==> src/rtl/dut_vector_sequencer.sv <==
// Clocked stimulus sequencer for a combinational DUT: fetches vectors, drives them,
// waits a settle window, writes the captured result and counts golden mismatches.
module dut_vector_sequencer #(
   parameter int DATA_W = 2,
   parameter int ADDR_W = 4,
   parameter int SETTLE = 1,
   parameter int ERR_W  = 8
) (
   input  logic              clk,
   input  logic              rst_n,
   input  logic              start,
   input  logic              abort,
   input  logic [ADDR_W:0]   num_vec,
   output logic [ADDR_W-1:0] vec_addr,
   input  logic [DATA_W-1:0] vec_data,
   input  logic [DATA_W-1:0] gold_data,
   output logic [DATA_W-1:0] dut_in,
   input  logic [DATA_W-1:0] dut_out,
   output logic              res_we,
   output logic [ADDR_W-1:0] res_addr,
   output logic [DATA_W-1:0] res_data,
   output logic              busy,
   output logic              done,
   output logic [ERR_W-1:0]  err_cnt
);

   localparam int SW = (SETTLE > 0) ? $clog2(SETTLE + 1) : 1;
   localparam logic [SW-1:0] SETTLE_V = SW'(SETTLE);

   typedef enum logic [2:0] {
      S_IDLE,
      S_FETCH,
      S_APPLY,
      S_WAIT,
      S_CAPTURE,
      S_DONE
   } state_t;

   state_t            state;
   state_t            next_state;
   logic [ADDR_W-1:0] idx;
   logic [ADDR_W:0]   num_q;
   logic [ADDR_W:0]   idx_inc;
   logic              last_vec;
   logic [DATA_W-1:0] gold_q;
   logic [SW-1:0]     settle_cnt;

   // Widened increment so a full 2**ADDR_W run ends on the all-ones index without wrapping.
   assign idx_inc  = {1'b0, idx} + {{ADDR_W{1'b0}}, 1'b1};
   assign last_vec = (idx_inc == num_q);

   assign res_we = (state == S_CAPTURE) && !abort;

   always_ff @(posedge clk or negedge rst_n) begin
      if (!rst_n) begin
         state <= S_IDLE;
      end else begin
         state <= next_state;
      end
   end

   always_comb begin
      next_state = state;
      if (abort) begin
         next_state = S_IDLE;
      end else begin
         case (state)
            S_IDLE: begin
               if (start) begin
                  next_state = (num_vec == '0) ? S_DONE : S_FETCH;
               end
            end
            S_FETCH:   next_state = S_APPLY;
            S_APPLY:   next_state = (SETTLE > 0) ? S_WAIT : S_CAPTURE;
            S_WAIT: begin
               if (settle_cnt == SW'(1)) begin
                  next_state = S_CAPTURE;
               end
            end
            S_CAPTURE: next_state = last_vec ? S_DONE : S_FETCH;
            S_DONE:    next_state = S_IDLE;
            default:   next_state = S_IDLE;
         endcase
      end
   end

   // Result address/data are loaded on entry to CAPTURE so the write strobe sees stable values.
   always_ff @(posedge clk or negedge rst_n) begin
      if (!rst_n) begin
         vec_addr   <= '0;
         dut_in     <= '0;
         res_addr   <= '0;
         res_data   <= '0;
         err_cnt    <= '0;
         busy       <= 1'b0;
         done       <= 1'b0;
         idx        <= '0;
         num_q      <= '0;
         gold_q     <= '0;
         settle_cnt <= '0;
      end else begin
         busy <= (next_state != S_IDLE);
         done <= (state == S_DONE) && !abort;
         if (!abort) begin
            if ((next_state == S_CAPTURE) && (state != S_CAPTURE)) begin
               res_addr <= idx;
               res_data <= dut_out;
            end
            case (state)
               S_IDLE: begin
                  if (start) begin
                     num_q    <= num_vec;
                     idx      <= '0;
                     vec_addr <= '0;
                     err_cnt  <= '0;
                  end
               end
               S_APPLY: begin
                  dut_in     <= vec_data;
                  gold_q     <= gold_data;
                  settle_cnt <= SETTLE_V;
               end
               S_WAIT: begin
                  settle_cnt <= settle_cnt - SW'(1);
               end
               S_CAPTURE: begin
                  if ((res_data != gold_q) && (err_cnt != {ERR_W{1'b1}})) begin
                     err_cnt <= err_cnt + {{(ERR_W-1){1'b0}}, 1'b1};
                  end
                  if (!last_vec) begin
                     idx      <= idx_inc[ADDR_W-1:0];
                     vec_addr <= idx_inc[ADDR_W-1:0];
                  end
               end
               default: ;
            endcase
         end
      end
   end

endmodule

==> config.mk <==
export PLATFORM = sky130hd
export DESIGN_NAME = dut_vector_sequencer
export DESIGN_NICKNAME = d
export VERILOG_FILES = /design/src/rtl/dut_vector_sequencer.sv
export SDC_FILE = /design/constraint.sdc
export NUM_CORES = 1
export LEC_CHECK = 0
export BUFFER_PORTS_ARGS = -buffer_cell sky130_fd_sc_hd__buf_2
export CORE_UTILIZATION = 50
export CTS_CLUSTER_SIZE = 30
export DETAILED_ROUTE_END_ITERATION = 8
export PLACE_DENSITY_LB_ADDON = 0.15
export RECOVER_POWER = 50
export SYNTH_ARGS = -nofsm -noshare
export SYNTH_HDL_FRONTEND = slang
export SYNTH_SLANG_ARGS = --single-unit
==> constraint.sdc <==
create_clock -name clk -period 5.2 [get_ports clk]
set_input_delay 0 -clock clk [delete_from_list [all_inputs] [get_ports clk]]
set_output_delay 0 -clock clk [all_outputs]
set_load 0.1 [all_outputs]
# Word-level counts from Yosys, hierarchy flattened
# Index checks and enable logic that the tools add are counted.
# Widths: inputs -> output; s select.
[word_totals]
register_bits = 33
inputBits = 15
output_inout_bits = 23
elab_cells = 57
[classes]
n_addsub = 3
n_eq_ne = 13
n_mux = 13
bitwise_logic = 1
reduce_logical = 16
[ops]
columns = ["op", "n"]
rows = [
  ["$mux 8", 2],
  ["$pmux 8 s2", 1],
  ["$mux 3", 5],
  ["$pmux 3 s5", 1],
  ["$eq 3x3->1 const B", 3],
  ["$add 8x1->8 const B", 1],
  ["$mux 4", 2],
  ["$ne 8x8->1 const B", 1],
  ["$pmux 4 s2", 1],
  ["$reduce_and 4->1", 2],
  ["$eq 3x2->1 const B", 2],
  ["$reduce_and 2->1", 3],
  ["$add 4x1->5 const B", 1],
  ["$eq 5x5->1", 1],
  ["$logic_not 5->1", 1],
  ["$logic_and 1x1->1", 4],
  ["$ne 2x2->1 const B", 2],
  ["$reduce_bool 2->1", 2],
  ["$eq 3x1->1 const B", 1],
  ["$logic_not 3->1", 1],
  ["$ne 3x3->1 const B", 1],
  ["$reduce_and 3->1", 1],
  ["$reduce_bool 3->1", 1],
  ["$ne 2x1->1 const B", 1],
  ["other kinds (5)", 5],
]

# Longest topological paths before layout
# Gate-level depths: netlist of run 1.
[logic_depth]
word_depth = 8
depth_mapped = 6

# Least setup slack after synthesis of run 1
# No wires, ideal clock.
[synth_timing]
path_type = "reg-to-reg"
startpoint = "reg idx[0]"
endpoint = "reg busy"
t_arrival_ns = 2.449
required_ns = 5.064
path_slack_ns = 2.614
path_stages_with_launch = 7
period_less_slack_ns = 2.586
path_cell_list = "dfrtp_1 -> ha_1 -> nand3_1 -> xnor2_1 -> nor4_1 -> o21ai_0 -> or3b_2"
[synth_via]
elab_chain_cells = 6
[synth_rtl]
columns = ["item", "line", "source"]
rows = [
  ["from (decl)", "41", "logic [ADDR_W-1:0] idx;"],
  ["from (signal assigned)", "131", "idx <= idx_inc[ADDR_W-1:0];"],
  ["$add 4x1->5", "49", "assign idx_inc = {1'b0, idx} + {{ADDR_W{1'b0}}, 1'b1};"],
  ["$eq 5x5->1", "50", "assign last_vec = (idx_inc == num_q);"],
  ["$mux 3", "80", "S_CAPTURE: next_state = last_vec ? S_DONE : S_FETCH;"],
  ["$pmux 3 s5", "67", "case (state)"],
  ["$mux 3", "64", "if (abort) begin"],
  ["$reduce_bool 3->1", "102", "busy <= (next_state != S_IDLE);"],
  ["to (signal assigned)", "102", ""],
  ["to (decl)", "22", "output logic busy,"],
]
# Every way passes these cells.
# A chain may end at the register's enable or synchronous reset.

# Final worst setup path of run 1
[layout_timing]
startpoint = "reg idx[0]"
endpoint = "reg idx[2]"
[layout_via]
elab_chain_cells = 4
word_cells_on_any_way = 6
classes_between = "1 x add/sub; 2 x eq/ne; 2 x mux; 1 x reduce/logical"
[layout_rtl]
columns = ["item", "line"]
rows = [
  ["$add 4x1->5 (*)", "49"],
  ["$eq 5x5->1", "50"],
  ["$ne 2x2->1 (no source line)", "-"],
  ["$reduce_and 4->1 (no source line)", "-"],
]
# Every way passes the cells marked *; elsewhere a longest branch is shown, timed or not. The select of a mux whose other input is x is not followed.

==> impl_metrics.xml, run 1 <==
<?xml version="1.0" encoding="UTF-8"?>
<metrics>
  <group name="setup_path">
    <metric name="crit_type" unit="">reg -&gt; reg</metric>
    <metric name="crit_path_max_incr_delay" unit="ps">560</metric>
    <metric name="worstPathRequired" unit="ps">5430</metric>
    <metric name="critPathCaptureType" unit="">register</metric>
    <metric name="critical_path.max_fanout" unit="">8</metric>
    <metric name="worst_r2r_path_depth" unit="">6</metric>
    <metric name="r2r_end" unit="">idx[2]</metric>
    <metric name="worstPathBufferInverterCount" unit="">0</metric>
    <metric name="worstPathCellList" unit="">ha_1 &gt; xnor2_1 &gt; nand4_1 &gt; o41ai_4 &gt; o21ai_0 &gt; o41ai_1</metric>
    <metric name="crit_start" unit="">idx[0]</metric>
    <metric name="worstSetupPathDepth" unit="">6</metric>
    <metric name="worst_ep_arrival_time" unit="ps">2340</metric>
    <metric name="r2r_setup_slack" unit="ps">3080</metric>
    <metric name="critPathCapture" unit="">idx[2]</metric>
    <metric name="crit_slowest_cell" unit="">o41ai_4</metric>
    <metric name="worst_path_dominant_cell_family" unit="">compound AO/OA/AOI/OAI gates</metric>
    <metric name="critical_path.startpoint_type" unit="">register</metric>
    <metric name="reg2reg_from" unit="">idx[0]</metric>
  </group>
  <group name="global_route">
    <metric name="grt_usage" unit="%">23.1</metric>
    <metric name="grt_overflow" unit="">0</metric>
    <metric name="grt_antenna_before_repair" unit="">0</metric>
    <metric name="maximum_number_of_pins_on_one_net_before_global_route_repair" unit="">34</metric>
    <metric name="grt_pass1_wl" unit="um">5720</metric>
    <metric name="first_global_vias" unit="">1290</metric>
  </group>
  <group name="power">
    <metric name="seqPwrFrac" unit="%">44.9</metric>
    <metric name="netSwitchingFraction" unit="%">39.4</metric>
    <metric name="p_leak" unit="nW">0.970</metric>
    <metric name="total_power" unit="W">0.000709</metric>
    <metric name="share_of_power_burned_in_the_clock_network" unit="%">23.0</metric>
    <metric name="p_per_area" unit="mW/mm^2">354</metric>
    <metric name="vdd_drop_max" unit="V">0.000328</metric>
    <metric name="p_sw" unit="W">0.000279</metric>
    <metric name="comb_power_share" unit="%">32.1</metric>
    <metric name="power_report.internal_total" unit="W">0.000430</metric>
  </group>
  <group name="placement">
    <metric name="dp.final_hpwl" unit="um">2450</metric>
    <metric name="place.port_buffers" unit="">37</metric>
    <metric name="globalplace.congestion" unit="">0.840</metric>
    <metric name="placedCellCount" unit="">230</metric>
    <metric name="pre_cts_slack" unit="ps">3120</metric>
  </group>
  <group name="sta">
    <metric name="worst_slack" unit="ps">3080</metric>
    <metric name="relSlewSlack" unit="%">-15.7</metric>
    <metric name="rsz0062_at_grt" unit="">no</metric>
    <metric name="clock.fmax" unit="MHz">473</metric>
    <metric name="hold_slack" unit="ps">90.4</metric>
    <metric name="drv_slew" unit="">34</metric>
    <metric name="finalCriticalPeriod" unit="ps">2120</metric>
    <metric name="final_report_setup_violation_count" unit="">0</metric>
    <metric name="report.final.hold_viol_count" unit="">0</metric>
    <metric name="final.period_utilization" unit="%">40.7</metric>
    <metric name="worst_slew_pin_slew" unit="ps">1740</metric>
    <metric name="totalNegativeSetupSlack" unit="ps">0</metric>
    <metric name="clock_skews" unit="ps">5.80</metric>
  </group>
  <group name="synth">
    <metric name="synth-async-reset-ratio" unit="%">100</metric>
    <metric name="yosysWarningCount" unit="">0</metric>
    <metric name="syn_area_per_cell" unit="um^2">10.5</metric>
    <metric name="ys.flop_type" unit="">dfrtp_1</metric>
    <metric name="yosys-mux-area-fraction" unit="%">7.76</metric>
    <metric name="yosys.area_share.adder" unit="%">1.57</metric>
    <metric name="synth_xor_area_share" unit="%">7.68</metric>
    <metric name="synth-edff-count" unit="">0</metric>
    <metric name="post_synthesis_cells" unit="">152</metric>
    <metric name="compound_cell_area_share_of_the_yosys_netlist" unit="%">8.78</metric>
    <metric name="synth_top_family_by_area" unit="">simple AND/OR/NAND/NOR gates</metric>
    <metric name="synth_nets" unit="">169</metric>
    <metric name="ys_ff_latch" unit="">33</metric>
    <metric name="netlist_area" unit="mm^2">0.00160</metric>
    <metric name="synth_simple_gate_area_share" unit="%">20.1</metric>
    <metric name="seq_area_frac_synth" unit="%">51.7</metric>
    <metric name="synth_cell_type_count" unit="">31</metric>
  </group>
  <group name="clock_tree">
    <metric name="cts_tree" unit="">built</metric>
    <metric name="number_of_hold_buffers_added_after_cts" unit="">13</metric>
    <metric name="cts_inserted_buffers" unit="">5</metric>
    <metric name="max-clock-path-buffers" unit="">2</metric>
    <metric name="post_cts_resize_count" unit="">0</metric>
    <metric name="clock_insertion_delay_worst_skew" unit="ps">330</metric>
    <metric name="clock_tree.root_cell" unit="">clkbuf_4</metric>
    <metric name="postCtsSetupBuffers" unit="">0</metric>
    <metric name="cts.reportedPaths.clkPinSlew" unit="ps">100</metric>
    <metric name="tritoncts_num_sinks" unit="">33</metric>
    <metric name="cts_max_level" unit="">2</metric>
  </group>
  <group name="finish">
    <metric name="commonest_non_fill_non_tap_cell_in_the_layout" unit="">dfrtp_1</metric>
    <metric name="fraction_of_final_layout_cells_with_drive_strength_greater_than_1" unit="%">24.2</metric>
    <metric name="antennaDiodeCount" unit="">0</metric>
    <metric name="num-nets-final" unit="">223</metric>
    <metric name="syn2layout_area_growth" unit="%">25.6</metric>
    <metric name="highest_count_cells_in_the_layout_ignoring_fill_and_taps" unit="">dfrtp_1, buf_2, nand2_1</metric>
    <metric name="fin_cells" unit="">251</metric>
    <metric name="n_fill_cell" unit="">272</metric>
  </group>
  <group name="floorplanning">
    <metric name="fp.dieH" unit="um">58.5</metric>
    <metric name="die_area" unit="mm^2">0.00342</metric>
    <metric name="floorplan.initialDensity" unit="%">52.3</metric>
    <metric name="ioPinCount" unit="">38</metric>
    <metric name="placement_rows" unit="">20</metric>
    <metric name="fp.coreArea" unit="mm^2">0.00305</metric>
    <metric name="dieWidth" unit="um">58.5</metric>
  </group>
  <group name="detailed_routing">
    <metric name="first_iter_violations" unit="">80</metric>
    <metric name="route.detailed.wl_per_inst" unit="um">13.8</metric>
    <metric name="route.antenna.remaining_nets" unit="">0</metric>
    <metric name="detailroute.via_count" unit="">1336</metric>
    <metric name="drt_pre_antenna_iters" unit="">5</metric>
    <metric name="drc" unit="">0</metric>
    <metric name="finalWirelength" unit="um">3470</metric>
    <metric name="detail_route.vias_per_cell" unit="">5.32</metric>
  </group>
  <group name="outcome">
    <metric name="failed_checks" unit="">capacitance limit, slew limit</metric>
    <metric name="run_status" unit="">finished with violations</metric>
  </group>
  <group name="worst_hold_path">
    <metric name="hp-class" unit="">in -&gt; reg</metric>
    <metric name="min_from" unit="">start</metric>
  </group>
  <group name="run">
    <metric name="drv_cap" unit="">1</metric>
  </group>
</metrics>
## synth_stat cells, drive strengths merged, types with 2 or more instances
master	instances	share of area (%)
o31ai	2	0.94
o41ai	3	2.8
clkbuf	2	0.47
nand4	2	0.78
a21oi	2	0.63
dfrtp	33	52
nor2	15	3.5
xnor2	12	6.6
mux2	11	7.8
and3	5	2.0
inv	5	1.2
nor3	5	1.6
nand3	6	1.9
ha	2	1.6
nand2	23	5.4
xor2	2	1.1
o21ai	7	2.2
nor4	4	2.0
nor3b	2	0.94
## worst min path at each step
stage | endpoint | slack [ps] | cells past startpoint
5_1_grt | state[0] | 120 | 3
3_5_place_dp | res_addr[3] | 100 | 1
2_1_floorplan | busy | -300 | 0
4_1_cts | state[0] | 70 | 3
6_report | state[0] | 90 | 3
3_3_place_gp | res_addr[2] | 90 | 1
## registers in the layout, indices dropped and copies added (netlist names)
| register | count |
|---|---|
| res_data | 2 |
| done | 1 |
| state | 3 |
| gold_q | 2 |
| num_q | 5 |
| settle_cnt | 1 |
| res_addr | 4 |
| dut_in | 2 |
| idx | 4 |
| busy | 1 |
| err_cnt | 8 |
## power by group through the flow
stage                     sequential (W)  combinational, W  clock (W)
after global routing            0.000323          0.000242   0.000179
after detailed placement        0.000323          0.000225          0
after floorplan                 0.000425         0.0000791          0
final                           0.000318          0.000228   0.000163
after CTS                       0.000318          0.000233   0.000168
after global placement          0.000321          0.000221          0
## worst min-delay path, delay by kind of cell
kind                   cells  cell delay, ps
AOI/OAI and AO/OA          2             260
buffers and inverters      1             130
## cells by family (layout without fill, tap and decap cells)
family / count (synthesis) / count (layout)
xor gates and xnor gates: 14 / 14
and+or+nand+nor: 66 / 66
AOI/OAI and AO/OA: 18 / 18
muxes: 11 / 11
buffers and inverters: 8 / 63
adders and majority gates: 2 / 2
DFF: 33 / 33
## stage by stage
stage          area [um^2]  utilization [%]
2_1_floorplan         1600                -
3_3_place_gp          1820             59.5
3_5_place_dp          1820             59.5
4_1_cts               2020             66.1
5_1_grt               2010             65.7
6_report              2010             65.7
## area by class of cell
class / instances / area, um^2 / area share [%]
Multi-Input combinational cell: 111 / 733 / 36.6
Tap cell: 44 / 55.1 / 2.74
Timing Repair Buffer: 50 / 303 / 15.1
Clock buffer: 7 / 65.1 / 3.24
Sequential cell: 33 / 826 / 41.2
Clock inverter: 1 / 5.00 / 0.250
Inverter: 5 / 18.8 / 0.936
## layer usage
| layer | track usage [%] | part of all wire (%) | wire length, um |
|---|---|---|---|
| met1 | 27.2 | 43 | 1480 |
| met5 | 0 | 0 | 0 |
| met4 | 13.3 | 3.5 | 121 |
| met3 | 4.84 | 3.2 | 111 |
| met2 | 39.1 | 51 | 1760 |
Power figures use the tool's default switching activity.
==> inputs of run 2 (changes only) <==
==> constraint.sdc (replaced) <==
create_clock -name clk -period 2.12 [get_ports clk]
set_input_delay 0 -clock clk [delete_from_list [all_inputs] [get_ports clk]]
set_output_delay 0 -clock clk [all_outputs]
set_load 0.1 [all_outputs]
==> run 2 against run 1 <==
Against the previous run: the run now ends clean; cell count up 2.8%; hold slack better by 8.8 ps; final area up 3.4%; clock skew up 0.54 ps; die area unchanged; global-route usage down 0.32 points; critical path depth up 1; count of clock-buffer cells in the layout up 1; setup slack worse by 3000 ps.
==> impl_metrics.xml, run 2 (synthesis gave the netlist of run 1 again) <==
<?xml version="1.0" encoding="UTF-8"?>
<metrics>
  <group name="outcome">
    <metric name="run_status" unit="">completed</metric>
  </group>
  <group name="worst_hold_path">
    <metric name="min_from" unit="">start</metric>
    <metric name="hp-class" unit="">in -&gt; reg</metric>
    <metric name="holdPathEnd" unit="">state[0]</metric>
    <metric name="hold_path_depth" unit="">3</metric>
  </group>
  <group name="detailed_routing">
    <metric name="detail_route.vias_per_cell" unit="">5.28</metric>
    <metric name="finalWirelength" unit="um">3410</metric>
    <metric name="route.detailed.wl_per_inst" unit="um">13.2</metric>
    <metric name="route.antenna.remaining_nets" unit="">0</metric>
    <metric name="drc" unit="">0</metric>
    <metric name="detailroute.via_count" unit="">1362</metric>
    <metric name="drt_pre_antenna_iters" unit="">4</metric>
    <metric name="first_iter_violations" unit="">47</metric>
  </group>
  <group name="placement">
    <metric name="dp.final_hpwl" unit="um">2460</metric>
    <metric name="place.port_buffers" unit="">37</metric>
    <metric name="globalplace.congestion" unit="">0.850</metric>
  </group>
  <group name="global_route">
    <metric name="grt_antenna_before_repair" unit="">0</metric>
    <metric name="grt-busiest-layer" unit="">met2</metric>
    <metric name="grt_pass1_wl" unit="um">5730</metric>
    <metric name="grt_use_met2" unit="%">39.9</metric>
    <metric name="grt_use_met3" unit="%">6.59</metric>
    <metric name="first_global_vias" unit="">1332</metric>
    <metric name="grt_usage" unit="%">22.7</metric>
    <metric name="maximum_number_of_pins_on_one_net_before_global_route_repair" unit="">34</metric>
    <metric name="grt_overflow" unit="">0</metric>
    <metric name="grt_util_met1" unit="%">25.8</metric>
  </group>
  <group name="clock_tree">
    <metric name="tritoncts_num_sinks" unit="">33</metric>
    <metric name="clock_insertion_delay_worst_skew" unit="ps">330</metric>
    <metric name="cts_tree" unit="">built</metric>
    <metric name="cts_inserted_buffers" unit="">5</metric>
    <metric name="clock_tree.root_cell" unit="">clkbuf_4</metric>
    <metric name="cts.reportedPaths.clkPinSlew" unit="ps">100</metric>
    <metric name="cts_max_level" unit="">2</metric>
    <metric name="max-clock-path-buffers" unit="">2</metric>
  </group>
  <group name="setup_path">
    <metric name="worst_r2r_path_depth" unit="">7</metric>
    <metric name="critPathCaptureType" unit="">register</metric>
    <metric name="r2r_setup_slack" unit="ps">80</metric>
    <metric name="worstPathRequired" unit="ps">2350</metric>
    <metric name="reg2reg_from" unit="">idx[0]</metric>
    <metric name="r2r_end" unit="">idx[0]</metric>
    <metric name="critical_path.max_fanout" unit="">8</metric>
    <metric name="crit_type" unit="">reg -&gt; reg</metric>
    <metric name="critical_path.startpoint_type" unit="">register</metric>
    <metric name="worst_ep_arrival_time" unit="ps">2280</metric>
  </group>
  <group name="floorplanning">
    <metric name="ioPinCount" unit="">38</metric>
    <metric name="dieWidth" unit="um">58.5</metric>
    <metric name="floorplan.initialDensity" unit="%">52.3</metric>
    <metric name="fp.dieH" unit="um">58.5</metric>
    <metric name="fp.coreArea" unit="mm^2">0.00305</metric>
    <metric name="die_area" unit="mm^2">0.00342</metric>
    <metric name="placement_rows" unit="">20</metric>
  </group>
  <group name="sta">
    <metric name="clock_skews" unit="ps">6.35</metric>
    <metric name="report.final.hold_viol_count" unit="">0</metric>
    <metric name="relSlewSlack" unit="%">22.5</metric>
    <metric name="final.period_utilization" unit="%">96.4</metric>
    <metric name="final_report_setup_violation_count" unit="">0</metric>
    <metric name="hold_slack" unit="ps">99.2</metric>
    <metric name="worst_slew_pin_slew" unit="ps">1170</metric>
    <metric name="drv_slew" unit="">0</metric>
    <metric name="totalNegativeSetupSlack" unit="ps">0</metric>
    <metric name="clock.fmax" unit="MHz">489</metric>
    <metric name="finalCriticalPeriod" unit="ps">2040</metric>
  </group>
  <group name="finish">
    <metric name="syn2layout_area_growth" unit="%">29.9</metric>
    <metric name="highest_count_cells_in_the_layout_ignoring_fill_and_taps" unit="">buf_2, nand2_1, dfrtp_1</metric>
    <metric name="commonest_non_fill_non_tap_cell_in_the_layout" unit="">buf_2</metric>
    <metric name="biggestRegsByFlops" unit="">err_cnt (8), num_q (5)</metric>
    <metric name="register_with_the_highest_flop_count" unit="">err_cnt</metric>
    <metric name="antennaDiodeCount" unit="">0</metric>
    <metric name="num-nets-final" unit="">230</metric>
    <metric name="fin_util" unit="%">67.9</metric>
    <metric name="largest_register_ffs" unit="">8</metric>
    <metric name="fraction_of_final_layout_cells_with_drive_strength_greater_than_1" unit="%">32.2</metric>
  </group>
  <group name="run">
    <metric name="drv_cap" unit="">0</metric>
  </group>
  <group name="power">
    <metric name="vdd_drop_max" unit="V">0.000729</metric>
    <metric name="p_leak" unit="nW">0.977</metric>
    <metric name="p_per_area" unit="mW/mm^2">836</metric>
    <metric name="total_power" unit="W">0.00173</metric>
  </group>
</metrics>
## run 2: timing repair
action / 4_1_cts / 5_1_grt
endpoints found under the hold margin: 45 / 0
hold buffers: 13 / 0
setup buffers: 0 / 1
gates resized for setup: 0 / 1
endpoints found under the setup margin: 0 / 4
## run 2: metrics by stage
step	cell area (um^2)	worst slack, ps	cells
after floorplan	1620	4.12	152
after global placement	1890	146	236
after detailed placement	1890	68.4	236
after CTS	2080	45.0	257
after global routing	2070	-24.5	258
final	2070	75.6	258
## run 2: layout make-up
cell class	instances	area, um^2
Tap cell	44	55.1
Clock buffer	8	58.8
Timing Repair Buffer	57	357
Multi-Input combinational cell	111	738
Inverter	5	18.8
Sequential cell	33	846
Fill cell	271	980
## run 2: how the worst max path moves through the flow
| stage | from | endpoint | slack (ps) | cells after the start |
|---|---|---|---|---|
| 4_1_cts | idx[0] | busy | 40 | 6 |
| 2_1_floorplan | idx[0] | busy | 4 | 6 |
| 6_report | idx[0] | idx[0] | 80 | 7 |
| 3_5_place_dp | idx[0] | busy | 70 | 6 |
| 3_3_place_gp | idx[0] | busy | 150 | 6 |
| 5_1_grt | idx[0] | idx[0] | -20 | 7 |
## run 2: report_power, final
part	internal (W)	switching [W]	leakage (nW)	total (W)
combinational	0.000164	0.000423	0.529	0.000587
clock	0.000164	0.000201	0.0326	0.000365
sequential	0.000717	0.0000648	0.416	0.000782
total	0.00104	0.000689	0.977	0.00173
## run 2: critical path, cell delays in order, from the launching register on
cell     delay (ps)
dfrtp_4         520
ha_1            330
xnor2_1         160
nand4_1         190
o41ai_4         330
buf_4           200
nor3_1           50
a21o_1          150
## run 2: metal layers
metal	routed length, um	vias up	share of wire [%]
met5	0	-	0
met3	176	8	5.2
met2	1700	51	50
met4	83	0	2.4
met1	1450	643	42
li1	-	660	-
